File: src/rtl/sync_fifo_param.sv
// Single-clock parametrised FIFO with programmable almost-full/almost-empty thresholds,
// fill count, sticky overflow/underflow flags, synchronous flush and a standard or FWFT read port.
module sync_fifo_param #(
    parameter  int DATA_SIZE = 8,
    parameter  int DEPTH     = 16,
    parameter  int AF_LEVEL  = 14,
    parameter  int AE_LEVEL  = 2,
    parameter  int FWFT      = 0,
    localparam int ADDR_W    = $clog2(DEPTH)
) (
    input  logic                 clk,
    input  logic                 rst,
    input  logic                 clr,
    input  logic                 wr_en,
    input  logic [DATA_SIZE-1:0] wr_data,
    input  logic                 rd_en,
    output logic [DATA_SIZE-1:0] rd_data,
    output logic                 rd_valid,
    output logic                 wr_full,
    output logic                 rd_empty,
    output logic                 almost_full,
    output logic                 almost_empty,
    output logic [ADDR_W:0]      count,
    output logic                 overflow,
    output logic                 underflow
);

    localparam logic [ADDR_W:0] DEPTH_C    = (ADDR_W+1)'(DEPTH);
    localparam logic [ADDR_W:0] AF_C       = (ADDR_W+1)'(AF_LEVEL);
    localparam logic [ADDR_W:0] AE_C       = (ADDR_W+1)'(AE_LEVEL);
    localparam logic [ADDR_W:0] PTR_ONE    = (ADDR_W+1)'(1);

    logic [DATA_SIZE-1:0] r_mem [DEPTH];

    logic [ADDR_W:0] r_wr_ptr;
    logic [ADDR_W:0] r_rd_ptr;
    logic [ADDR_W:0] r_count;
    logic            r_full;
    logic            r_empty;
    logic            r_almost_full;
    logic            r_almost_empty;
    logic            r_overflow;
    logic            r_underflow;

    logic            w_wr_acc;
    logic            w_rd_acc;
    logic [ADDR_W:0] w_wr_ptr_nxt;
    logic [ADDR_W:0] w_rd_ptr_nxt;
    logic [ADDR_W:0] w_count_nxt;

    // Accept decisions use only the registered flags, so a full FIFO can still pop
    // and an empty FIFO can still push in the same cycle.
    assign w_wr_acc = wr_en & ~r_full;
    assign w_rd_acc = rd_en & ~r_empty;

    // NOTE: combinational next-state logic uses blocking '=' with a default first, so no latch is inferred.
    always_comb begin
        w_wr_ptr_nxt = r_wr_ptr;
        w_rd_ptr_nxt = r_rd_ptr;
        if (w_wr_acc) begin
            w_wr_ptr_nxt = r_wr_ptr + PTR_ONE;
        end
        if (w_rd_acc) begin
            w_rd_ptr_nxt = r_rd_ptr + PTR_ONE;
        end
        if (clr) begin
            w_wr_ptr_nxt = '0;
            w_rd_ptr_nxt = '0;
        end
    end

    // The extra wrap bit makes the pointer difference the exact fill level, 0..DEPTH.
    assign w_count_nxt = w_wr_ptr_nxt - w_rd_ptr_nxt;

    // NOTE: state registers use non-blocking '<=' so every flop samples pre-edge values.
    always_ff @(posedge clk or posedge rst) begin
        if (rst) begin
            r_wr_ptr       <= '0;
            r_rd_ptr       <= '0;
            r_count        <= '0;
            r_full         <= 1'b0;
            r_empty        <= 1'b1;
            r_almost_full  <= 1'b0;
            r_almost_empty <= 1'b1;
            r_overflow     <= 1'b0;
            r_underflow    <= 1'b0;
        end else begin
            r_wr_ptr       <= w_wr_ptr_nxt;
            r_rd_ptr       <= w_rd_ptr_nxt;
            r_count        <= w_count_nxt;
            r_full         <= (w_count_nxt == DEPTH_C);
            r_empty        <= (w_count_nxt == '0);
            r_almost_full  <= (w_count_nxt >= AF_C);
            r_almost_empty <= (w_count_nxt <= AE_C);
            if (clr) begin
                r_overflow  <= 1'b0;
                r_underflow <= 1'b0;
            end else begin
                if (wr_en && r_full) begin
                    r_overflow <= 1'b1;
                end
                if (rd_en && r_empty) begin
                    r_underflow <= 1'b1;
                end
            end
        end
    end

    // NOTE: the storage array has no reset; only pointers and flags define its contents as valid.
    always_ff @(posedge clk) begin
        if (w_wr_acc && !clr) begin
            r_mem[r_wr_ptr[ADDR_W-1:0]] <= wr_data;
        end
    end

    generate
        if (FWFT != 0) begin : g_fwft
            // Head entry is presented directly; forced to zero while empty so the
            // port never shows stale or uninitialised storage.
            assign rd_data  = r_empty ? '0 : r_mem[r_rd_ptr[ADDR_W-1:0]];
            assign rd_valid = ~r_empty;
        end else begin : g_std
            logic [DATA_SIZE-1:0] r_rd_data;
            logic                 r_rd_valid;

            always_ff @(posedge clk or posedge rst) begin
                if (rst) begin
                    r_rd_data  <= '0;
                    r_rd_valid <= 1'b0;
                end else if (clr) begin
                    r_rd_valid <= 1'b0;
                end else begin
                    r_rd_valid <= w_rd_acc;
                    if (w_rd_acc) begin
                        r_rd_data <= r_mem[r_rd_ptr[ADDR_W-1:0]];
                    end
                end
            end

            assign rd_data  = r_rd_data;
            assign rd_valid = r_rd_valid;
        end
    endgenerate

    assign wr_full      = r_full;
    assign rd_empty     = r_empty;
    assign almost_full  = r_almost_full;
    assign almost_empty = r_almost_empty;
    assign count        = r_count;
    assign overflow     = r_overflow;
    assign underflow    = r_underflow;

endmodule

File: config.mk
export PLATFORM = sky130hd
export DESIGN_NAME = sync_fifo_param
export DESIGN_NICKNAME = d
export VERILOG_FILES = /design/src/rtl/sync_fifo_param.sv
export SDC_FILE = /design/constraint.sdc
export NUM_CORES = 1
export LEC_CHECK = 0
export BUFFER_PORTS_ARGS = -buffer_cell sky130_fd_sc_hd__buf_2
export CAP_MARGIN = 30
export CORE_MARGIN = 2
export CORE_UTILIZATION = 45
export CTS_BUF_LIST = sky130_fd_sc_hd__clkbuf_8
export CTS_CLUSTER_DIAMETER = 80
export DETAILED_ROUTE_END_ITERATION = 16
export PLACE_DENSITY_LB_ADDON = 0.12
export SYNTH_ARGS = -nofsm -noshare
export SYNTH_HDL_FRONTEND = slang
export SYNTH_SLANG_ARGS = --single-unit
File: constraint.sdc
create_clock -name clk -period 3.49 [get_ports clk]
set_input_delay 0.349 -clock clk [delete_from_list [all_inputs] [get_ports clk]]
set_output_delay 0.349 -clock clk [all_outputs]
set_load 0.1 [all_outputs]
# Word-level counts from Yosys, hierarchy flattened

Memory sizes are Yosys's and may differ from the RTL's. A register that Yosys moved wholly into a read port is not among the register bits.
Index checks and enable logic that the tools add are counted.

Bits in registers: 22
Memory bits (writable): 128
Input bits: 13
Output and inout port bits: 20
Word-level logic and storage cells: 41
Memories: 1

Add/subtract/negate cells: 3
Order comparisons: 2
Eq/ne operators: 1
Multiplexer cells: 11
Bitwise logic cells: 5
Reductions and logical operators: 8

Memory list:

| memory | words | width | read ports | clocked after memory_dff | write ports | line | RTL |
|---|---|---|---|---|---|---|---|
| r_mem  | 16    | 8     | 1          | 1                        | 1           | 33   | `logic [DATA_SIZE-1:0] r_mem [DEPTH];` |

Operators with widths:

| operator                                            | number |
|---|---|
| 2-to-1 mux 5 bit                                    | 4 |
| adder 5 x 1 -> 5 bit, second input constant         | 2 |
| 2-to-1 mux 1 bit                                    | 7 |
| equality test 5 bit, second input constant          | 1 |
| >= comparator 5 x 4 -> 1 bit, second input constant | 1 |
| <= comparator 5 x 2 -> 1 bit, second input constant | 1 |
| zero test 5 bit                                     | 1 |
| subtractor 5 bit                                    | 1 |
| nonzero test 2 bit                                  | 2 |
| logical AND 1 bit                                   | 3 |
| NOT 1 bit                                           | 3 |
| bitwise AND 1 bit                                   | 2 |
| AND reduction 2 bit                                 | 1 |
| zero test 1 bit                                     | 1 |

# Depth between registers and ports, before layout

Gate-level depths: netlist (run 1).

Depth after elaboration: 6
Gate-level depth with buffers: 13
Depth with buffers taken out: 11

# Least setup slack after synthesis (run 1)

Ideal clock, no wire load.

Path kind: register to register
Start point: register r_full (netlist: wr_full)
End point: register r_almost_full (netlist: almost_full)
Setup time: 0.126 ns
Arrival time: 2.857 ns
Required time: 3.364 ns
Slack: 0.507 ns
Cell stages (with the launch flop): 12
Buffers on the path: 0
Clock period less this slack: 2.983 ns
Cell sequence: dfrtp_1 nor2b_1 xnor2_1 or2_2 ha_1 inv_1 fa_1 a21o_1 a21oi_1 o41a_1 and3_4 a311o_1

Cells in the longest elaborated chain, start to end: 6

RTL lines:

| what                         | line | RTL |
|---|---|---|
| from (decl)                  | 38   | `logic r_full;` |
| from (signal assigned)       | 91   | `r_full <= (w_count_nxt == DEPTH_C);` |
| NOT 1 bit                    | 53   | `assign w_wr_acc = wr_en & ~r_full;` |
| bitwise AND 1 bit            | 53   |  |
| 2-to-1 mux 5 bit             | 60   | `if (w_wr_acc) begin` |
| 2-to-1 mux 5 bit             | 66   | `if (clr) begin` |
| subtractor 5 bit             | 73   | `assign w_count_nxt = w_wr_ptr_nxt - w_rd_ptr_nxt;` |
| >= comparator 5 x 4 -> 1 bit | 93   | `r_almost_full <= (w_count_nxt >= AF_C);` |
| to (signal assigned)         | 93   |  |
| to (decl)                    | 40   | `logic r_almost_full;` |

No other way between the ends.
A chain may end at the register's enable or synchronous reset.

# Final worst setup path (run 1)

Start point: register r_empty (netlist: rd_empty)
End point: register r_almost_full (netlist: almost_full)

Cells in the longest elaborated chain, start to end: 6

RTL lines:

| what                         | line | RTL |
|---|---|---|
| from (decl)                  | 39   | `logic r_empty;` |
| from (signal assigned)       | 92   | `r_empty <= (w_count_nxt == '0);` |
| NOT 1 bit                    | 54   | `assign w_rd_acc = rd_en & ~r_empty;` |
| bitwise AND 1 bit            | 54   |  |
| 2-to-1 mux 5 bit             | 63   | `if (w_rd_acc) begin` |
| 2-to-1 mux 5 bit             | 66   |  |
| subtractor 5 bit             | 73   |  |
| >= comparator 5 x 4 -> 1 bit | 93   |  |

No other way between the ends.

==> results.yml, run 1 <==
timing:
  period_needed_ns: 2.782
  worst_pin_slew_ns: 0.8184
  clock_skew_ns: 0.01110
  rsz0062_at_grt: "false"
  final.period_utilization: 0.7971
  whs_ns: 0.1591
  finalSetupViolCount: 0
  final_hold_viol_count: 0
  tns_ns: 0
  slew_headroom: 0.4533
  max_freq_mhz: 359.4
  finalMaxSlewViolations: 0
placed_design:
  dpl_cell_area_mm2: 0.006686
  routabilityCongestion: 0.8320
  dp_hpwl_mm: 7.703
  io_buffer_count: 32
yosys:
  synth_area_leaders: "edfxtp_1, mux4_2, dfrtp_1"
  synth_top_family_by_area: "multiplexers"
  syn-num-nets: 371
  synth_compound_area_frac: 0.05151
  synth-main-ff-cell: "edfxtp_1"
  yosysUniqueCellTypes: 46
  synth-adder-area-share: 0.02084
  yosysTopAreaCellShare: 0.6040
  synth_xor_area_frac: 0.009634
  synth-simple-area-share: 0.05840
  synth.avg_cell_area_um2: 18.29
  synth_enable_flop_cells: 128
  ys_seq_elements: 158
  seq_area_frac_synth: 0.7224
  async_flop_share: 0.1899
  netlist_instances: 348
  yosysTopAreaCell: "edfxtp_1"
  yosysWarnings: 0
  synth_area_mm2: 0.006364
  synth.area.mux_share: 0.1148
cells_and_area:
  fillCellCount: 1137
  fin_area_mm2: 0.007069
  drive_gt1_frac: 0.2750
  syn_to_final_growth_pct: 11.09
  layout_commonest_cell: "edfxtp_1"
  nets: 410
  n_antenna_cell: 0
  layout_common_cells: "edfxtp_1, mux4_2, buf_2, dfrtp_1, clkbuf_8"
global_route:
  grt_pass1_wl_mm: 18.31
  grt_busiest_layer: "met2"
  overflow: 0
  track_usage: 0.1731
  first_global_vias: 3152
  antenna_found_initial: 0
  use_met1: 0.2512
  grt_start_max_net_pins: 33
  use_met3: 0.04151
  met2_usage: 0.2573
setup_path:
  regToRegEndpoint: "almost_full"
  startpoint: "rd_empty"
  crit_end: "almost_full"
  cp-end-kind: "register"
  startpoint_type: "register"
  r2r_setup_slack_ns: 0.71
  cp.arrival_ns: 3.17
  worst-path-max-fanout: 7
  crit_required_ns: 3.88
  crit-reg2reg-launch: "rd_empty"
  reg2reg_depth: 10
  worstSetupPathType: "register to register"
clock_tree:
  hold_buffers: 1
  postCtsSetupBuffers: 0
  htreeDepth: 4
  cts_buffers: 17
  clkTransAtPathRegs_ns: 0.08
  max-clock-path-buffers: 2
  cts_tree: "yes"
  ctsResizeCount: 0
  clk_latency_ns: 0.45
  cts-root-buf: "clkbuf_8"
  clock_sinks: 158
floorplan:
  die_y_um: 122.9
  pin_count: 33
  core-area_mm2: 0.01383
  initial_core_util: 0.4602
  die_area_mm2: 0.01511
  die_w_um: 122.9
  rows: 43
routing:
  drtIter0Drc: 201
  dr.pass1.iters: 5
  via_per_inst: 5.316
  wl_per_cell_um: 20.57
  via_count: 3083
  remaining_drc_errors: 0
  routed_wl_mm: 11.93
  ant_nets: 0
pwr:
  clkPwrFrac: 0.258
  net-switching-power_mw: 1.780
  swShare: 0.3653
  p_int_mw: 3.094
  power.leakage_nw: 2.514
  peakVddDrop_mv: 0.2995
  power_frac_seq: 0.456
  powerDensity_mw_per_mm2: 689.5
  comb_power_share: 0.287
worst_hold_path:
  hp-class: "input pin to register"
  min_from: "rd_en"
run_status:
  status: "finished clean"
run:
  maxCapViolCount: 0
[routing by layer]
layer  wire (um)  vias up
met4          81        0
li1            -     1445
met2        5588       86
met5           0        -
met1        5562     1545
met3         700        7
[cell families after synthesis]
logic type / Yosys count
AOI/OAI and AO/OA: 44
xor gates and xnor gates: 7
muxes: 33
adders and majority gates: 10
buffers and inverters: 31
DFF: 158
and+or+nand+nor: 65
[sequential cells by signal, summed over array words and instances (netlist names)]
signal / cells
almost_full: 1
r_wr_ptr: 5
wr_full: 1
r_rd_ptr: 5
rd_empty: 1
count: 5
almost_empty: 1
r_mem: 128
overflow: 1
underflow: 1
rd_valid: 1
rd_data: 8
[worst min path at each step]
stage             endpoint  cells after the start
2_1_floorplan  almost_full                      1
3_3_place_gp    rd_data[7]                      2
3_5_place_dp    rd_data[7]                      2
4_1_cts          underflow                      3
5_1_grt          underflow                      3
6_report         underflow                      3
[critical path, cell delays in order, from the launching register on]
cell	delay (ns)
dfstp_2	0.39
nor2b_1	0.45
nand2_1	0.14
xor2_1	0.16
or2_2	0.30
ha_1	0.35
a21o_1	0.20
a21oi_1	0.22
o41a_1	0.22
and3_4	0.20
a311o_1	0.11
[synth_stat cells, types with 8 or more instances]
master,n
edfxtp_1,128
dfrtp_1,28
a22o_1,8
nor2_1,12
and2_1,16
inv_1,15
nand2_1,13
ha_1,9
o21ai_1,8
a221oi_1,8
mux4_2,32
[through the flow]
stage | power [mW] | setup slack [ns] | instances | utilization
6_report | 4.874 | 0.7080 | 580 | 0.5113
5_1_grt | 5.079 | 0.4845 | 580 | 0.5113
4_1_cts | 4.925 | 0.7121 | 580 | 0.5113
3_5_place_dp | 3.672 | 0.6458 | 547 | 0.4836
3_3_place_gp | 3.668 | 0.7090 | 547 | 0.4836
2_1_floorplan | 3.410 | 0.5070 | 348 | -
[area by class of cell]
type | instances | area [um^2] | area share
Clock buffer | 17 | 234.0 | 0.03310
Clock inverter | 15 | 138.9 | 0.01965
Inverter | 15 | 56.30 | 0.007965
Multi-Input combinational cell | 159 | 1624 | 0.2297
Sequential cell | 158 | 4598 | 0.6504
Tap cell | 180 | 225.2 | 0.03186
Timing Repair Buffer | 36 | 192.7 | 0.02726
[power by group through the flow]
| stage | registers (mW) | clock network (mW) | logic (mW) |
|---|---|---|---|
| 2_1_floorplan | 2.91 | 0 | 0.499 |
| 3_3_place_gp | 2.26 | 0 | 1.41 |
| 3_5_place_dp | 2.27 | 0 | 1.41 |
| 4_1_cts | 2.22 | 1.29 | 1.41 |
| 5_1_grt | 2.24 | 1.36 | 1.48 |
| 6_report | 2.22 | 1.26 | 1.40 |
(Power assumes the default switching activity.)
==> run 2: changes to the inputs <==
==> constraint.sdc (replaced) <==
create_clock -name clk -period 2.6 [get_ports clk]
set_input_delay 0.26 -clock clk [delete_from_list [all_inputs] [get_ports clk]]
set_output_delay 0.26 -clock clk [all_outputs]
set_load 0.1 [all_outputs]
==> run 2 against run 1 <==
Clock power rose by 16%. Flip-flop and latch count did not move. Die area did not move. Sequential power rose by 35%. Wire length rose by 6.2%. Total power rose by 33%. Critical path type unchanged. Hold slack got worse by 0.086 ns. Sequential share of layout area fell by 1.2 points. Final area rose by 1.9%. Highest routed layer unchanged.
==> results.yml, run 2 (same netlist as run 1, synthesis figures left out) <==
timing:
  final_hold_viol_count: 0
  final.period_utilization: 0.9809
  clock_skew_ns: 0.009162
  finalSetupViolCount: 0
  whs_ns: 0.07350
  tns_ns: 0
  max_freq_mhz: 392.1
  slew_headroom: 0.4352
  finalMaxSlewViolations: 0
  rsz0062_at_grt: "true"
  period_needed_ns: 2.550
  worst_pin_slew_ns: 0.8463
cells_and_area:
  final_util: 0.5212
  layout_commonest_cell: "edfxtp_1"
  syn_to_final_growth_pct: 13.25
  multi_input_area_mm2: 0.001727
  regArea_mm2: 0.004604
  nets: 423
  n_antenna_cell: 0
  layout_common_cells: "edfxtp_1, mux4_2, buf_2, dfrtp_1, inv_1"
  layoutNonFillerInstCount: 592
  fillCellCount: 1096
  largest_register_ffs: 128
  drive_gt1_frac: 0.3252
placed_design:
  dp_hpwl_mm: 8.102
  io_buffer_count: 32
  dp.cells: 555
  routabilityCongestion: 0.7694
setup_path:
  crit_required_ns: 2.99
  worstSetupPathType: "register to register"
  startpoint: "rd_empty"
  reg2reg_depth: 10
  cp.arrival_ns: 2.94
  startpoint_type: "register"
  r2r_setup_slack_ns: 0.05
  regToRegEndpoint: "almost_full"
  crit-reg2reg-launch: "rd_empty"
  crit_end: "almost_full"
  cp-end-kind: "register"
  worst-path-max-fanout: 7
global_route:
  antenna_found_initial: 0
  grt_start_max_net_pins: 23
  first_global_vias: 3320
  overflow: 0
  grt_pass1_wl_mm: 19.44
  track_usage: 0.1850
floorplan:
  pin_count: 33
  die_area_mm2: 0.01511
  initial_core_util: 0.4602
  core-area_mm2: 0.01383
  die_w_um: 122.9
  die_y_um: 122.9
  rows: 43
pwr:
  clkPwrFrac: 0.225
  comb_power_share: 0.314
  p_int_mw: 4.111
  power_frac_seq: 0.461
  powerDensity_mw_per_mm2: 900.3
  power.leakage_nw: 2.582
  peakVddDrop_mv: 0.3931
  finalPower_mw: 6.488
  net-switching-power_mw: 2.377
  swShare: 0.3664
routing:
  routed_wl_mm: 12.67
  wl_per_cell_um: 21.40
  remaining_drc_errors: 0
  via_per_inst: 5.500
  ant_nets: 0
  dr.pass1.iters: 4
  drtIter0Drc: 316
  via_count: 3256
clock_tree:
  clkTransAtPathRegs_ns: 0.08
  max-clock-path-buffers: 2
  cts-root-buf: "clkbuf_8"
  cts_tree: "yes"
  clock_sinks: 158
  htreeDepth: 4
  cts_buffers: 17
  clk_latency_ns: 0.45
run_status:
  status: "finished clean"
worst_hold_path:
  hp-class: "input pin to register"
run:
  maxCapViolCount: 0
run 2: how the worst min path moves through the flow:
| stage | from | to | cells past startpoint |
|---|---|---|---|
| 3_3_place_gp | rd_data[1] | rd_data[1] | 2 |
| 6_report | rd_en | underflow | 3 |
| 3_5_place_dp | rd_data[1] | rd_data[1] | 2 |
| 2_1_floorplan | rst | almost_full | 1 |
| 5_1_grt | rd_en | underflow | 3 |
| 4_1_cts | rd_en | underflow | 3 |
run 2: final cells by class:
| type | instances | area share |
|---|---|---|
| Sequential cell | 158 | 0.6389 |
| Multi-Input combinational cell | 159 | 0.2396 |
| Timing Repair Buffer | 49 | 0.04080 |
| Clock buffer | 17 | 0.03247 |
| Tap cell | 180 | 0.03125 |
| Clock inverter | 14 | 0.009201 |
| Inverter | 15 | 0.007813 |
run 2: power by group through the flow:
stage / Clock (mW) / Combinational [mW] / Sequential, mW
global placement: 0 / 1.93 / 3.04
floorplan: 0 / 0.692 / 3.91
finish: 1.46 / 2.04 / 2.99
global route: 1.60 / 2.16 / 3.01
detailed placement: 0 / 1.95 / 3.05
CTS: 1.50 / 1.95 / 2.99
run 2: what timing repair did:
action	CTS	global route
endpoints found under the hold margin	19	0
hold buffers	1	0
endpoints found under the setup margin	1	5
pin swaps	5	11
setup buffers	0	6
gates resized for setup	3	16
run 2: per-layer routing:
| layer | share of wire | GRT usage | vias to the layer above |
|---|---|---|---|
| met5 | 0 | 0 | - |
| li1 | - | - | 1470 |
| met3 | 0.047 | 0.04566 | 16 |
| met2 | 0.47 | 0.2769 | 73 |
| met1 | 0.46 | 0.2642 | 1697 |
| met4 | 0.016 | 0.06968 | 0 |
run 2: per-stage QoR:
stage	cell area, um^2	setup WS, ns
finish	7207	0.04965
global route	7207	-0.05203
CTS	7093	0.005133
detailed placement	6780	-0.01351
global placement	6780	0.08317
floorplan	6410	-0.03840
run 2: worst max-delay path: stages (launching register included):
cell,delay [ns]
dfstp_4,0.63
nor2b_4,0.07
buf_6,0.12
mux2i_1,0.11
or2_4,0.29
fa_2,0.37
a21o_1,0.18
a21oi_2,0.18
o41a_1,0.21
and3_4,0.21
a311o_1,0.12
==> run 3: changes to the inputs <==
==> constraint.sdc (replaced) <==
create_clock -name clk -period 2.3 [get_ports clk]
set_input_delay 0.23 -clock clk [delete_from_list [all_inputs] [get_ports clk]]
set_output_delay 0.23 -clock clk [all_outputs]
set_load 0.1 [all_outputs]
==> run 3 against run 2 <==
The flow now finishes with violations (negative setup slack). Critical path depth decreased by 1. Flip-flop and latch count unchanged. Setup slack got worse by 0.24 ns. Die area unchanged. Non-clock buffer count increased by 36. Register-to-register slack got worse by 0.24 ns. Critical path type unchanged. Critical endpoint unchanged. Largest power group unchanged.
==> results.yml, run 3 (same netlist as run 1, synthesis figures left out) <==
run_status:
  status: "finished with violations"
  violations: "negative setup slack"
global_route:
  overflow: 0
  antenna_found_initial: 0
  grt_start_max_net_pins: 33
  grt_pass1_wl_mm: 19.50
  track_usage: 0.1846
  first_global_vias: 3345
placed_design:
  io_buffer_count: 32
  routabilityCongestion: 0.7872
  dp.cells: 592
  dp_hpwl_mm: 8.027
  dpl_cell_area_mm2: 0.007108
cells_and_area:
  n_antenna_cell: 0
  layout_common_cells: "edfxtp_1, buf_4, mux4_2, buf_2, dfrtp_1"
  nets: 459
  fin_area_mm2: 0.007581
  layout_commonest_cell: "edfxtp_1"
  final_util: 0.5483
  largest_register_ffs: 128
  drive_gt1_frac: 0.3884
  layoutNonFillerInstCount: 628
  syn_to_final_growth_pct: 19.13
routing:
  routed_wl_mm: 12.72
  wl_per_cell_um: 20.26
  via_per_inst: 5.295
  remaining_drc_errors: 0
  via_count: 3325
  drtIter0Drc: 200
  dr.pass1.iters: 4
  ant_nets: 0
floorplan:
  pin_count: 33
  rows: 43
  initial_core_util: 0.4602
  core-area_mm2: 0.01383
  die_y_um: 122.9
  die_w_um: 122.9
  die_area_mm2: 0.01511
timing:
  setup_slack_ns: -0.1948
  final.period_utilization: 1.085
  worst_pin_slew_ns: 0.7744
  final_hold_viol_count: 0
  max_freq_mhz: 400.8
  clock_skew_ns: 0.01010
  finalSetupViolCount: 5
  rsz0062_at_grt: "true"
  tns_ns: -0.5913
  finalMaxSlewViolations: 0
  period_needed_ns: 2.495
  slew_headroom: 0.4832
pwr:
  peakVddDrop_mv: 0.5954
  comb_power_share: 0.319
  net-switching-power_mw: 2.713
  powerDensity_mw_per_mm2: 999.3
  swShare: 0.3580
  clkPwrFrac: 0.236
  finalPower_mw: 7.576
  p_int_mw: 4.863
  power.leakage_nw: 2.791
  power_frac_seq: 0.445
setup_path:
  crit_required_ns: 2.62
  worst-path-max-fanout: 6
  reg2reg_depth: 9
  worstSetupPathType: "register to register"
  cp.arrival_ns: 2.81
  cp_slowest_cell: "dfstp_4"
  startpoint_type: "register"
  worstPathCellList: "nor2b_4 -> nand4_1 -> xor2_1 -> or2_2 -> ha_4 -> a21oi_2 -> o41a_1 -> and3_4 -> a311o_1"
  cp-end-kind: "register"
  max_stage_delay_ns: 0.48
clock_tree:
  cts_tree: "yes"
  cts-root-buf: "clkbuf_8"
  max-clock-path-buffers: 2
  clock_sinks: 158
  clkTransAtPathRegs_ns: 0.08
  cts_buffers: 17
  clk_latency_ns: 0.44
  htreeDepth: 4
worst_hold_path:
  whs_path_depth: 3
  hp-class: "input pin to register"
run:
  maxCapViolCount: 0
run 3: cell types whose count changed in the layout (fill, tap and decap cells not counted), moves of 2 or more:
| cell | before | now |
|---|---|---|
| buf_12 | 0 | 4 |
| buf_4 | 15 | 46 |
| clkinvlp_4 | 2 | 4 |
| inv_1 | 20 | 16 |
run 3: worst paths after layout:
path | from | endpoint | slack [ns]
max in group asynchronous | rst | rd_data[6] | 1.23
max | rd_empty | almost_full | -0.19
min in group asynchronous | rst | rd_valid | 0.47
min | rd_en | underflow | 0.06
max reg2reg | rd_empty | almost_full | -0.19
min reg2reg | rd_data[1] | rd_data[1] | 0.48
run 3: worst max-delay path, delay by kind of cell, from the launching register on:
kind,cells,cell delay [ns]
AOI/OAI and AO/OA,3,0.52
xor gates and xnor gates,1,0.17
adders and majority gates,1,0.30
DFF,1,0.48
and+or+nand+nor,4,0.91
run 3: final cells by class:
type                            count  area (um^2)
Clock buffer                       17        234.0
Multi-Input combinational cell    159         1739
Tap cell                          180        225.2
Clock inverter                     14        105.1
Inverter                           15        56.30
Sequential cell                   158         4604
Timing Repair Buffer               85        616.8
Fill cell                        1077         6246
run 3: stage by stage:
step	setup WS [ns]	hold slack, ns
after floorplan	-0.3384	0.3193
after global placement	-0.2044	0.3955
after detailed placement	-0.2943	0.4019
after CTS	-0.2425	0.02000
after global routing	-0.3115	0.06520
final	-0.1948	0.05503
run 3: per-layer routing:
layer / routed length (um) / part of all wire / track usage / vias up
met5: 0 / 0 / 0 / -
met4: 74 / 0.0058 / 0.04957 / 0
met3: 448 / 0.035 / 0.04705 / 4
met2: 6112 / 0.48 / 0.2800 / 57
met1: 6089 / 0.48 / 0.2684 / 1721
li1: - / - / - / 1543
run 3: power groups by stage:
stage | Sequential [mW] | Combinational (mW) | Clock, mW
final | 3.37 | 2.42 | 1.79
after global placement | 3.43 | 2.32 | 0
after global routing | 3.39 | 2.57 | 1.96
after floorplan | 4.42 | 0.784 | 0
after detailed placement | 3.43 | 2.34 | 0
after CTS | 3.37 | 2.35 | 1.85
run 3: timing repair:
action	in CTS	in global routing
endpoints found under the hold margin	17	0
setup buffers	1	3
gates cloned	0	0
hold buffers	2	0
pin swaps	7	10
endpoints found under the setup margin	5	8
gates resized for setup	4	16
